<file path="src/rtl/hazard_ctrl_pkg.sv">
// Shared widths, fence FSM encoding and scoreboard helper for the hazard controller.
package hazard_ctrl_pkg;

  localparam int unsigned RegAddrW = 5;
  localparam int unsigned RegDataW = 32;
  localparam int unsigned NumRegs  = 32;

  typedef logic [RegAddrW-1:0] reg_addr_t;
  typedef logic [RegDataW-1:0] reg_data_t;

  typedef enum logic [1:0] {
    StRun   = 2'd0,
    StDrain = 2'd1,
    StAck   = 2'd2
  } fence_state_e;

  // True when a read source is waiting on an outstanding long-latency write.
  // x0 never has a pending writer.
  function automatic logic src_busy(input logic use_en, input reg_addr_t addr,
                                    input logic [NumRegs-1:0] busy);
    return use_en && (addr != '0) && busy[addr];
  endfunction

endpackage

</file>
<file path="src/rtl/wb_arb.sv">
// Register-file write-port arbiter: in-order pipeline writeback beats the long unit.
module wb_arb
  import hazard_ctrl_pkg::*;
(
  input  logic                pipe_wb_req_i,
  input  logic [RegAddrW-1:0] pipe_wb_addr_i,
  input  logic [RegDataW-1:0] pipe_wb_data_i,
  input  logic                lu_req_i,
  input  logic [RegAddrW-1:0] lu_addr_i,
  input  logic [RegDataW-1:0] lu_data_i,
  output logic                lu_ready_o,
  output logic                w_reg_req_o,
  output logic [RegAddrW-1:0] w_reg_addr_o,
  output logic [RegDataW-1:0] w_reg_data_o
);

  // Fixed-priority mux; an idle port drives zero address and data.
  always_comb begin
    lu_ready_o   = lu_req_i && !pipe_wb_req_i;
    w_reg_req_o  = 1'b0;
    w_reg_addr_o = '0;
    w_reg_data_o = '0;
    if (pipe_wb_req_i) begin
      w_reg_req_o  = 1'b1;
      w_reg_addr_o = pipe_wb_addr_i;
      w_reg_data_o = pipe_wb_data_i;
    end else if (lu_req_i) begin
      w_reg_req_o  = 1'b1;
      w_reg_addr_o = lu_addr_i;
      w_reg_data_o = lu_data_i;
    end
  end

endmodule

</file>
<file path="src/rtl/hazard_ctrl.sv">
// Issue hazard control: long-latency scoreboard, outstanding counter, fence FSM.
module hazard_ctrl
  import hazard_ctrl_pkg::*;
#(
  parameter int unsigned LU_DEPTH = 4
) (
  input  logic                clk,
  input  logic                rst_n,
  input  logic                issue_valid_i,
  input  logic                issue_long_i,
  input  logic [RegAddrW-1:0] issue_rd_addr_i,
  input  logic [RegAddrW-1:0] issue_rs1_addr_i,
  input  logic [RegAddrW-1:0] issue_rs2_addr_i,
  input  logic                issue_rs1_use_i,
  input  logic                issue_rs2_use_i,
  output logic                issue_ready_o,
  input  logic                flush_i,
  input  logic                pipe_wb_req_i,
  input  logic [RegAddrW-1:0] pipe_wb_addr_i,
  input  logic [RegDataW-1:0] pipe_wb_data_i,
  input  logic                lu_req_i,
  input  logic [RegAddrW-1:0] lu_addr_i,
  input  logic [RegDataW-1:0] lu_data_i,
  output logic                lu_ready_o,
  output logic                w_reg_req_o,
  output logic [RegAddrW-1:0] w_reg_addr_o,
  output logic [RegDataW-1:0] w_reg_data_o,
  input  logic                fence_req_i,
  output logic                fence_ack_o,
  output logic [NumRegs-1:0]  busy_o
);

  localparam int unsigned CntW = $clog2(LU_DEPTH + 1);

  logic [NumRegs-1:0] busy_q, busy_d;
  logic [CntW-1:0]    count_q, count_d;
  fence_state_e       state_q, state_d;

  logic rs1_stall, rs2_stall, waw_stall, full_stall, bubble_stall;
  logic fire, long_fire, grant, cnt_inc, cnt_dec;

  wb_arb u_wb_arb (
    .pipe_wb_req_i  (pipe_wb_req_i),
    .pipe_wb_addr_i (pipe_wb_addr_i),
    .pipe_wb_data_i (pipe_wb_data_i),
    .lu_req_i       (lu_req_i),
    .lu_addr_i      (lu_addr_i),
    .lu_data_i      (lu_data_i),
    .lu_ready_o     (lu_ready_o),
    .w_reg_req_o    (w_reg_req_o),
    .w_reg_addr_o   (w_reg_addr_o),
    .w_reg_data_o   (w_reg_data_o)
  );

  assign grant  = lu_ready_o;
  assign busy_o = busy_q;

  // Issue stall decision; a source hit on this cycle's grant is bypassed, not stalled.
  always_comb begin
    rs1_stall    = src_busy(issue_rs1_use_i, issue_rs1_addr_i, busy_q) &&
                   !(grant && (lu_addr_i == issue_rs1_addr_i));
    rs2_stall    = src_busy(issue_rs2_use_i, issue_rs2_addr_i, busy_q) &&
                   !(grant && (lu_addr_i == issue_rs2_addr_i));
    waw_stall    = issue_long_i && busy_q[issue_rd_addr_i];
    full_stall   = issue_long_i && (count_q == CntW'(LU_DEPTH));
    // Stall decode while the long unit is denied so the pipe leaves it a free slot.
    bubble_stall = lu_req_i && !grant;
    issue_ready_o = !(rs1_stall || rs2_stall || waw_stall || full_stall || bubble_stall ||
                      (state_q != StRun));
    fire      = issue_valid_i && issue_ready_o && !flush_i;
    long_fire = fire && issue_long_i && (issue_rd_addr_i != '0);
  end

  // Scoreboard next state: clear on grant, set on long issue, set wins on overlap.
  always_comb begin
    busy_d = busy_q;
    if (grant) begin
      busy_d[lu_addr_i] = 1'b0;
    end
    if (long_fire) begin
      busy_d[issue_rd_addr_i] = 1'b1;
    end
    busy_d[0] = 1'b0;
  end

  // Outstanding-op counter, saturating at zero on stray grants.
  always_comb begin
    cnt_inc = long_fire;
    cnt_dec = grant && (count_q != '0);
    count_d = count_q;
    if (cnt_inc && !cnt_dec) begin
      count_d = count_q + CntW'(1);
    end else if (!cnt_inc && cnt_dec) begin
      count_d = count_q - CntW'(1);
    end
  end

  // Fence FSM next state; DRAIN looks at count_d so ACK lands the cycle after the last grant.
  always_comb begin
    state_d     = state_q;
    fence_ack_o = 1'b0;
    unique case (state_q)
      StRun: begin
        if (fence_req_i) begin
          state_d = StDrain;
        end
      end
      StDrain: begin
        if (count_d == '0) begin
          state_d = StAck;
        end
      end
      StAck: begin
        fence_ack_o = 1'b1;
        state_d     = StRun;
      end
      default: state_d = StRun;
    endcase
  end

  // State registers; reset abandons outstanding ops and any fence in progress.
  always_ff @(posedge clk or negedge rst_n) begin
    if (!rst_n) begin
      busy_q  <= '0;
      count_q <= '0;
      state_q <= StRun;
    end else begin
      busy_q  <= busy_d;
      count_q <= count_d;
      state_q <= state_d;
    end
  end

endmodule

</file>
<file path="config.mk">
export PLATFORM = sky130hd
export DESIGN_NAME = hazard_ctrl
export DESIGN_NICKNAME = d
export VERILOG_FILES = /design/src/rtl/hazard_ctrl_pkg.sv /design/src/rtl/wb_arb.sv /design/src/rtl/hazard_ctrl.sv
export SDC_FILE = /design/constraint.sdc
export NUM_CORES = 1
export LEC_CHECK = 0
export BUFFER_PORTS_ARGS = -buffer_cell sky130_fd_sc_hd__buf_4
export CAP_MARGIN = 10
export CELL_PAD_IN_SITES_DETAIL_PLACEMENT = 1
export CELL_PAD_IN_SITES_GLOBAL_PLACEMENT = 1
export CORE_UTILIZATION = 35
export DETAILED_ROUTE_END_ITERATION = 8
export PLACE_DENSITY_LB_ADDON = 0.1
export REMOVE_ABC_BUFFERS = 1
export SYNTH_ARGS = -nofsm -noshare
export SYNTH_HDL_FRONTEND = slang
export SYNTH_HIERARCHICAL = 1
export SYNTH_SLANG_ARGS = --single-unit
</file>
<file path="constraint.sdc">
create_clock -name clk -period 5.7 [get_ports clk]
set_input_delay 0.57 -clock clk [delete_from_list [all_inputs] [get_ports clk]]
set_output_delay 0.57 -clock clk [all_outputs]
set_load 0.01 [all_outputs]
</file>
After elaboration in Yosys (flattened, before gate mapping) --
Index checks and enable logic that the tools add are counted.
Operators by class: eq/ne operators 7, order comparisons 6, reduce and logical (&&, ||, !) cells 42, muxes and demuxes 24, $add $sub $neg 2, bitwise operators 3
Operators by type and width (count):
- 2-to-1 mux 32 bit | 4
- AND 32 bit | 1
- NOT 32 bit | 1
- OR 32 bit | 1
- < comparator 5 x 6 -> 1 bit (second input constant) | 4
- logical AND 1 bit | 21
- binary-select mux 1 bit (select 5 bit) | 3
- nonzero test 5 bit | 3
- demux 1 bit (select 5 bit) | 2
- == test 5 bit | 2
- greater-or-equal comparator 5 x 1 -> 1 bit (second input constant) | 2
- 2-to-1 mux 5 bit | 2
- logical NOT 1 bit | 8
- 2-to-1 mux 1 bit | 8
- 2-to-1 mux 3 bit | 2
- logical OR 1 bit | 5
- 2-to-1 mux 2 bit | 2
- != test 2 bit (second input constant) | 2
- one-hot mux 2 bit (2 select lines) | 1
- adder 3 x 1 -> 3 bit (second input constant) | 1
- == test 3 bit (second input constant) | 1
- logical NOT 3 bit | 1
- nonzero test 3 bit | 1
- subtractor 3 x 1 -> 3 bit (second input constant) | 1
- other kinds (5) | 5
Word-level totals: register bits 36, word-level logic and storage cells 87, output and inout bits 73, input bits 99

Longest topological paths before layout --
Gate-level depths: netlist of the first run.
depth after elaboration 22, gate-level depth with buffers 13

Modules after synthesis --
Netlist of the first run, hierarchy kept.
By module, submodules not included:
- hazard_ctrl | area each 2758.9 µm², cells an instance 279, times used 1
- wb_arb | area each 401.6 µm², cells an instance 51, times used 1

Least setup slack after synthesis of the first run --
OpenSTA, ideal clock, no wires.
kind input -> register, start input lu_req_i, end register state_q[0], slack 2.470 ns, stages on the path 13, arrival 3.088 ns, cells stage by stage nor2b_1 buf_4 buf_6 buf_4 nor2b_1 a2111o_1 nor4_1 nor2_1 o31ai_2 a31oi_4 or4b_1 nand3_1 a41oi_1
On the way: word-level cells in the longest chain between the ends 21
RTL lines:
- from (decl) | line hazard_ctrl.sv:21 | input logic lu_req_i,
- logical AND 1 bit (*) | line wb_arb.sv:19 | lu_ready_o = lu_req_i && !pipe_wb_req_i;
- net lu_ready_o | line hazard_ctrl.sv:24 | output logic lu_ready_o,
- logical AND 1 bit, on equally long branches | line hazard_ctrl.sv:61, hazard_ctrl.sv:63
- logical NOT 1 bit, on equally long branches | line hazard_ctrl.sv:61, hazard_ctrl.sv:63
- logical AND 1 bit, on equally long branches | line hazard_ctrl.sv:60, hazard_ctrl.sv:62
- logical OR 1 bit (5 in series) | line hazard_ctrl.sv:68 | issue_ready_o = !(rs1_stall || rs2_stall || waw_stall || full_stall || bubble_stall ||
- logical NOT 1 bit | line hazard_ctrl.sv:68
- logical AND 1 bit (2 in series) | line hazard_ctrl.sv:70 | fire = issue_valid_i && issue_ready_o && !flush_i;
- logical AND 1 bit (2 in series) | line hazard_ctrl.sv:71 | long_fire = fire && issue_long_i && (issue_rd_addr_i != '0);
- logical NOT 1 bit | line hazard_ctrl.sv:93 | end else if (!cnt_inc && cnt_dec) begin
- logical AND 1 bit | line hazard_ctrl.sv:93
- 2-to-1 mux 3 bit | line hazard_ctrl.sv:93
- 2-to-1 mux 3 bit (*) | line hazard_ctrl.sv:91 | if (cnt_inc && !cnt_dec) begin
- logical NOT 3 bit (*) | line hazard_ctrl.sv:109 | if (count_d == '0) begin
- != test 2 bit (no line) (*)
- AND reduction 2 bit (no line) (*)
- to (signal assigned) | line hazard_ctrl.sv:126 | state_q <= StRun;
- to (signal assigned) | line hazard_ctrl.sv:130 | state_q <= state_d;
- to (decl) | line hazard_ctrl.sv:37 | fence_state_e state_q, state_d;
Mark *: on every way through the listed nets, which the timed path passes. The rest lies on a longest branch. A chain may end at the register's enable or synchronous reset.

Final worst setup path of the first run --
start register count_q[0], end output issue_ready_o
On the way: word-level cells in the longest chain between the ends 6
RTL lines:
- from (decl) | line hazard_ctrl.sv:36 | logic [CntW-1:0] count_q, count_d;
- from (signal assigned) | line hazard_ctrl.sv:129 | count_q <= count_d;
- == test 3 bit | line hazard_ctrl.sv:65 | full_stall = issue_long_i && (count_q == CntW'(LU_DEPTH));
- logical AND 1 bit | line hazard_ctrl.sv:65
- logical OR 1 bit (3 in series) | line hazard_ctrl.sv:68
- logical NOT 1 bit | line hazard_ctrl.sv:68
- to (decl) | line hazard_ctrl.sv:16 | output logic issue_ready_o,
No other way between the ends.

==> results.yml, run 1 <==
placed_design:
  port-buffer-count: 170
  gp_congestion: 0.849
  dpl.hpwl_um: 9890
  placedCellCount: 584
  postPlaceCellArea_um2: 4430
  post-place-ws_ns: 2.37
die:
  dieArea_um2: 9410
  ioPinCount: 172
  coreArea_um2: 8720
  die_y_um: 97.0
  row_count: 34
  start_util: 0.362
  die_x_um: 97.0
final_layout:
  design_area_um2: 4530
  stdcell_count: 591
  areaGrowthSynthToFinish_pct: 43.3
  final_cell_mix: "buf_4, dfrtp_1, o21ai_1, o21ai_0, a22o_1"
  drive_gt1_frac: 0.433
  diodes: 0
  nets: 585
  layout_commonest_cell: "buf_4"
detailed_routing:
  first_iter_violations: 193
  antenna_left: 0
  routedWlPerCell_um: 22.0
  wl_um: 13000
  vias: 3529
  drc: 0
  via_per_inst: 5.97
  first_pass_iters: 4
clocking:
  clk_path_buf_depth: 2
  clk_latency_ns: 0.29
  cts.sinks: 36
  post_cts_buffers: 0
  cts_tree: "built"
  holdBufCountCts: 0
  cts_resized: 0
  htree_levels: 2
  numCtsBuffers: 5
  clkTransAtPathRegs_ns: 0.07
  cts-root-buf: "clkbuf_8"
synthesis:
  async_flop_share: 1.00
  avgSynthCellArea_um2: 9.58
  synth_cell_types: 53
  ys_seq_area_frac: 0.285
  synth-warning-count: 6
  netlist_instances: 330
  yosys_register_bits: 36
  synth_edf_count: 0
  synthFlopType: "dfrtp_1"
  synth_area_um2: 3160
timing:
  rsz0062_at_grt: "false"
  finalSetupViolCount: 0
  hold_viol: 0
  holdWs_ns: 0.228
  finalCritPeriodShare: 0.575
  worst_pin_slew_ns: 0.690
  fin_setup_tns_ns: 0
  fin_ws_ns: 2.42
  final_max_slew_viol_count: 0
  fmax_mhz: 305
  slew_headroom: 0.535
  skew_ns: 0.00485
  period_needed_ns: 3.28
grt:
  grt_pass1_vias: 3677
  grt_busiest_layer: "met2"
  met1_usage: 0.363
  grt_util_met3: 0.0441
  grt_use_met2: 0.472
  grt_first_pass_wirelength_um: 20700
  gr-total-overflow: 0
  grt_usage: 0.276
  antenna_found_initial: 0
  grt_max_degree: 46
worst_setup_path:
  cp_max_fo: 7
  regToRegSetupSlack_ns: 2.55
  cp_data_required_time_ns: 5.13
  crit_type: "register to primary output"
  cp-end-kind: "primary output"
  worstPathArrival_ns: 2.71
  start_kind: "register"
pwr:
  p_leak_nw: 2.10
  p_per_area_nw_per_um2: 214
  ir_drop_v: 0.000150
worst_hold_path:
  worstHoldPathType: "primary input to asynchronous set/reset pin"
job:
  cap_violations: 0
outcome:
  status: "complete, no violations"
-- worst max-delay path: stages, from the launching register on --
cell and delay [ns]:
dfrtp_1 0.47, inv_1 0.10, ha_1 0.25, a2111o_1 0.43, nor4_1 0.26, nor2_1 0.08
o31ai_2 0.43, and2_1 0.25, buf_4 0.15
-- synth_stat cells, types with 2 or more instances --
master | instances | area share
o211ai_1 | 2 | 0.0047
a31oi_1 | 2 | 0.0040
xor2_1 | 8 | 0.022
o21ai_0 | 35 | 0.055
buf_4 | 3 | 0.0071
nand2_1 | 20 | 0.024
inv_1 | 8 | 0.0095
clkbuf_1 | 8 | 0.0095
nor2b_1 | 4 | 0.0079
xnor2_1 | 4 | 0.011
or4_1 | 2 | 0.0047
and2_1 | 2 | 0.0040
buf_2 | 9 | 0.014
nand3b_1 | 9 | 0.021
mux2_2 | 5 | 0.018
o21ai_1 | 35 | 0.055
or3_1 | 4 | 0.0079
o22ai_1 | 2 | 0.0040
a22o_1 | 35 | 0.097
buf_6 | 5 | 0.018
nor4_1 | 4 | 0.0079
mux4_2 | 16 | 0.11
dfrtp_1 | 36 | 0.29
mux2_1 | 2 | 0.0071
nand3_1 | 4 | 0.0063
nor3_1 | 3 | 0.0047
mux2i_1 | 16 | 0.051
nand4_1 | 5 | 0.0099
nor2_1 | 13 | 0.015
a41oi_1 | 2 | 0.0055
or3b_2 | 3 | 0.0083
ha_1 | 3 | 0.012
-- metal layers --
metal | share of wire | vias up
met5 | 0 | -
met4 | 0.021 | 0
met1 | 0.42 | 1778
met3 | 0.067 | 22
met2 | 0.49 | 146
li1 | - | 1583
-- state kept, by name, summed over array words and instances (netlist names) --
register,flops
busy_o,31
count_q,3
state_q,2
-- stage by stage --
stage | util | total power, mW
after floorplan | - | 0.558
after global placement | 0.508 | 0.760
after detailed placement | 0.508 | 0.773
after CTS | 0.519 | 0.974
after global routing | 0.519 | 1.03
final | 0.519 | 0.968
-- final cells by class --
cell class                 instances  area [um^2]
fill                            1046         4190
multi-input combinational        261         2080
timing repair buffer             171         1280
sequential                        36          901
tap                              108          135
clock buffer                       7         96.3
inverter                           8         30.0
-- power by group --
group	internal, mW	total, mW	switching [mW]	leakage [nW]
clock network	0.108	0.199	0.0916	0.0503
logic	0.215	0.421	0.206	1.56
registers	0.291	0.347	0.0563	0.489
total	0.614	0.968	0.354	2.10
-- final timing paths --
| kind | from | to | depth (start not counted) |
|---|---|---|---|
| max in group asynchronous | rst_n | busy_o[31] | 1 |
| worst max register to register | count_q[0] | busy_o[11] | 9 |
| worst max-delay path | count_q[0] | issue_ready_o | 8 |
| min in group clk | count_q[2] | count_q[2] | 1 |
| worst min-delay path | rst_n | busy_o[12] | 1 |
| worst min register to register | count_q[2] | count_q[2] | 1 |
-- kinds of logic after synthesis --
logic type	after synthesis	share of synthesized area
compound gates	126	0.274
simple gates	79	0.139
mux	40	0.198
flops	36	0.285
buf+inv	33	0.0582
xor+xnor	12	0.0333
fa+ha+maj	3	0.0119
other cells	1	0.00119
No activity file was read; power rests on OpenSTA's default activity.
==> run 2, diff against run 1 <==
--- a/config.mk
+++ b/config.mk
@@ -9,7 +9,7 @@
 export CAP_MARGIN = 10
 export CELL_PAD_IN_SITES_DETAIL_PLACEMENT = 1
 export CELL_PAD_IN_SITES_GLOBAL_PLACEMENT = 1
-export CORE_UTILIZATION = 35
+export CORE_UTILIZATION = 29
 export DETAILED_ROUTE_END_ITERATION = 8
 export PLACE_DENSITY_LB_ADDON = 0.1
 export REMOVE_ABC_BUFFERS = 1
==> constraint.sdc (replaced) <==
create_clock -name clk -period 3 [get_ports clk]
set_input_delay 0.3 -clock clk [delete_from_list [all_inputs] [get_ports clk]]
set_output_delay 0.3 -clock clk [all_outputs]
set_load 0.01 [all_outputs]
==> results.yml, run 2 (synthesized netlist as in run 1, its figures left out) <==
outcome:
  status: "complete, no violations"
placed_design:
  postPlaceCellArea_um2: 4530
  gp_congestion: 0.824
  post-place-ws_ns: 0.00906
  placedCellCount: 620
  port-buffer-count: 170
  dpl.hpwl_um: 10800
die:
  ioPinCount: 172
  die_x_um: 106
  row_count: 37
  coreArea_um2: 10500
  start_util: 0.302
  dieArea_um2: 11300
  die_y_um: 106
detailed_routing:
  first_iter_violations: 266
  wl_um: 14000
  antenna_left: 0
  drc: 0
  first_pass_iters: 4
  vias: 3536
  routedWlPerCell_um: 22.3
  via_per_inst: 5.62
timing:
  finalSetupViolCount: 0
  hold_viol: 0
  fmax_mhz: 346
  finalCritPeriodShare: 0.964
  final_max_slew_viol_count: 0
  skew_ns: 0.0119
  period_needed_ns: 2.89
  holdWs_ns: 0.344
  slew_headroom: 0.560
  worst_pin_slew_ns: 0.653
  fin_ws_ns: 0.107
  rsz0062_at_grt: "true"
  fin_setup_tns_ns: 0
pwr:
  p_int_mw: 1.15
  p_clk_frac: 0.195
  ir_drop_v: 0.000212
  switching_share: 0.384
  p_leak_nw: 2.13
  power_switching_uw: 713
  p_per_area_nw_per_um2: 401
  power.total_mw: 1.86
  seqPwrFrac: 0.352
  p_comb_frac: 0.453
grt:
  grt_max_degree: 41
  grt_usage: 0.244
  antenna_found_initial: 0
  gr-total-overflow: 0
  grt_pass1_vias: 3562
  grt_first_pass_wirelength_um: 21000
worst_setup_path:
  start_kind: "register"
  worstPathArrival_ns: 3.05
  cp_data_required_time_ns: 3.16
  rr_worst_depth: 10
  crit_type: "register to register"
  regToRegEndpoint: "state_q[0]"
  r2r_start: "count_q[1]"
  regToRegSetupSlack_ns: 0.11
  cp_max_fo: 4
  cp-end-kind: "register"
clocking:
  cts-root-buf: "clkbuf_8"
  clk_path_buf_depth: 2
  cts.sinks: 36
  clk_latency_ns: 0.29
  post_cts_buffers: 0
  htree_levels: 2
  cts_tree: "built"
  clkTransAtPathRegs_ns: 0.08
  numCtsBuffers: 5
final_layout:
  areaGrowthSynthToFinish_pct: 46.8
  utilization: 0.443
  design_area_um2: 4640
  register_area_um2: 901
  multi_input_area_um2: 2090
  stdcell_count: 629
  fillerInstances: 1233
  final_cell_mix: "buf_4, dfrtp_1, o21ai_1, o21ai_0, a22o_1"
  largest_reg_flops: 31
  layout_commonest_cell: "buf_4"
  nets: 594
  diodes: 0
  drive_gt1_frac: 0.442
worst_hold_path:
  worstHoldPathType: "primary input to register"
  holdPathEnd: "state_q[0]"
  min_from: "fence_req_i"
  whs_path_depth: 3
job:
  cap_violations: 0
run 2: what timing repair did:
action	4_1_cts	5_1_grt
pin swaps	0	0
gates resized for setup	1	0
hold buffers	1	0
setup endpoints to repair	8	17
gates cloned	0	0
hold endpoints to repair	36	0
run 2: final cells by class:
class | count | share of cell area
multi-input cells | 261 | 0.451
repair buffers | 180 | 0.292
flip-flops and latches | 36 | 0.194
well taps | 136 | 0.0367
clock buffers | 5 | 0.0148
inverters | 8 | 0.00647
clock inverters | 3 | 0.00512
run 2: worst max path at each step:
stage	to	from	depth (start not counted)	slack, ns
finish	state_q[0]	count_q[1]	10	0.11
global placement	state_q[0]	issue_rs1_addr_i[0]	9	0.11
CTS	busy_o[8]	count_q[1]	9	0.1
floorplan	state_q[0]	pipe_wb_req_i	10	-1.15
detailed placement	busy_o[8]	count_q[1]	9	0.009
global route	state_q[0]	count_q[1]	10	-0.07
run 2: power groups by stage:
stage | logic [mW] | registers (mW) | clock network (mW)
final | 0.843 | 0.654 | 0.363
after floorplan | 0.414 | 0.646 | 0
after detailed placement | 0.836 | 0.662 | 0
after global routing | 0.918 | 0.666 | 0.393
after global placement | 0.823 | 0.656 | 0
after CTS | 0.848 | 0.653 | 0.369
run 2: worst max-delay path: stages (launching register included):
cell and delay, ns:
dfrtp_1 0.40, inv_1 0.10, ha_1 0.22, a2111o_1 0.43, nor4_1 0.26, nor2_1 0.11
o31ai_4 0.35, a31oi_4 0.13, or4b_1 0.48, nand3_1 0.13, a41oi_1 0.14
run 2: layer usage:
layer  track usage  vias to the layer above  wire (um)
li1              -                     1605          -
met3        0.0399                       14       1070
met5             0                        -          0
met2         0.406                      157       6720
met4        0.0655                        0        223
met1         0.327                     1760       6000
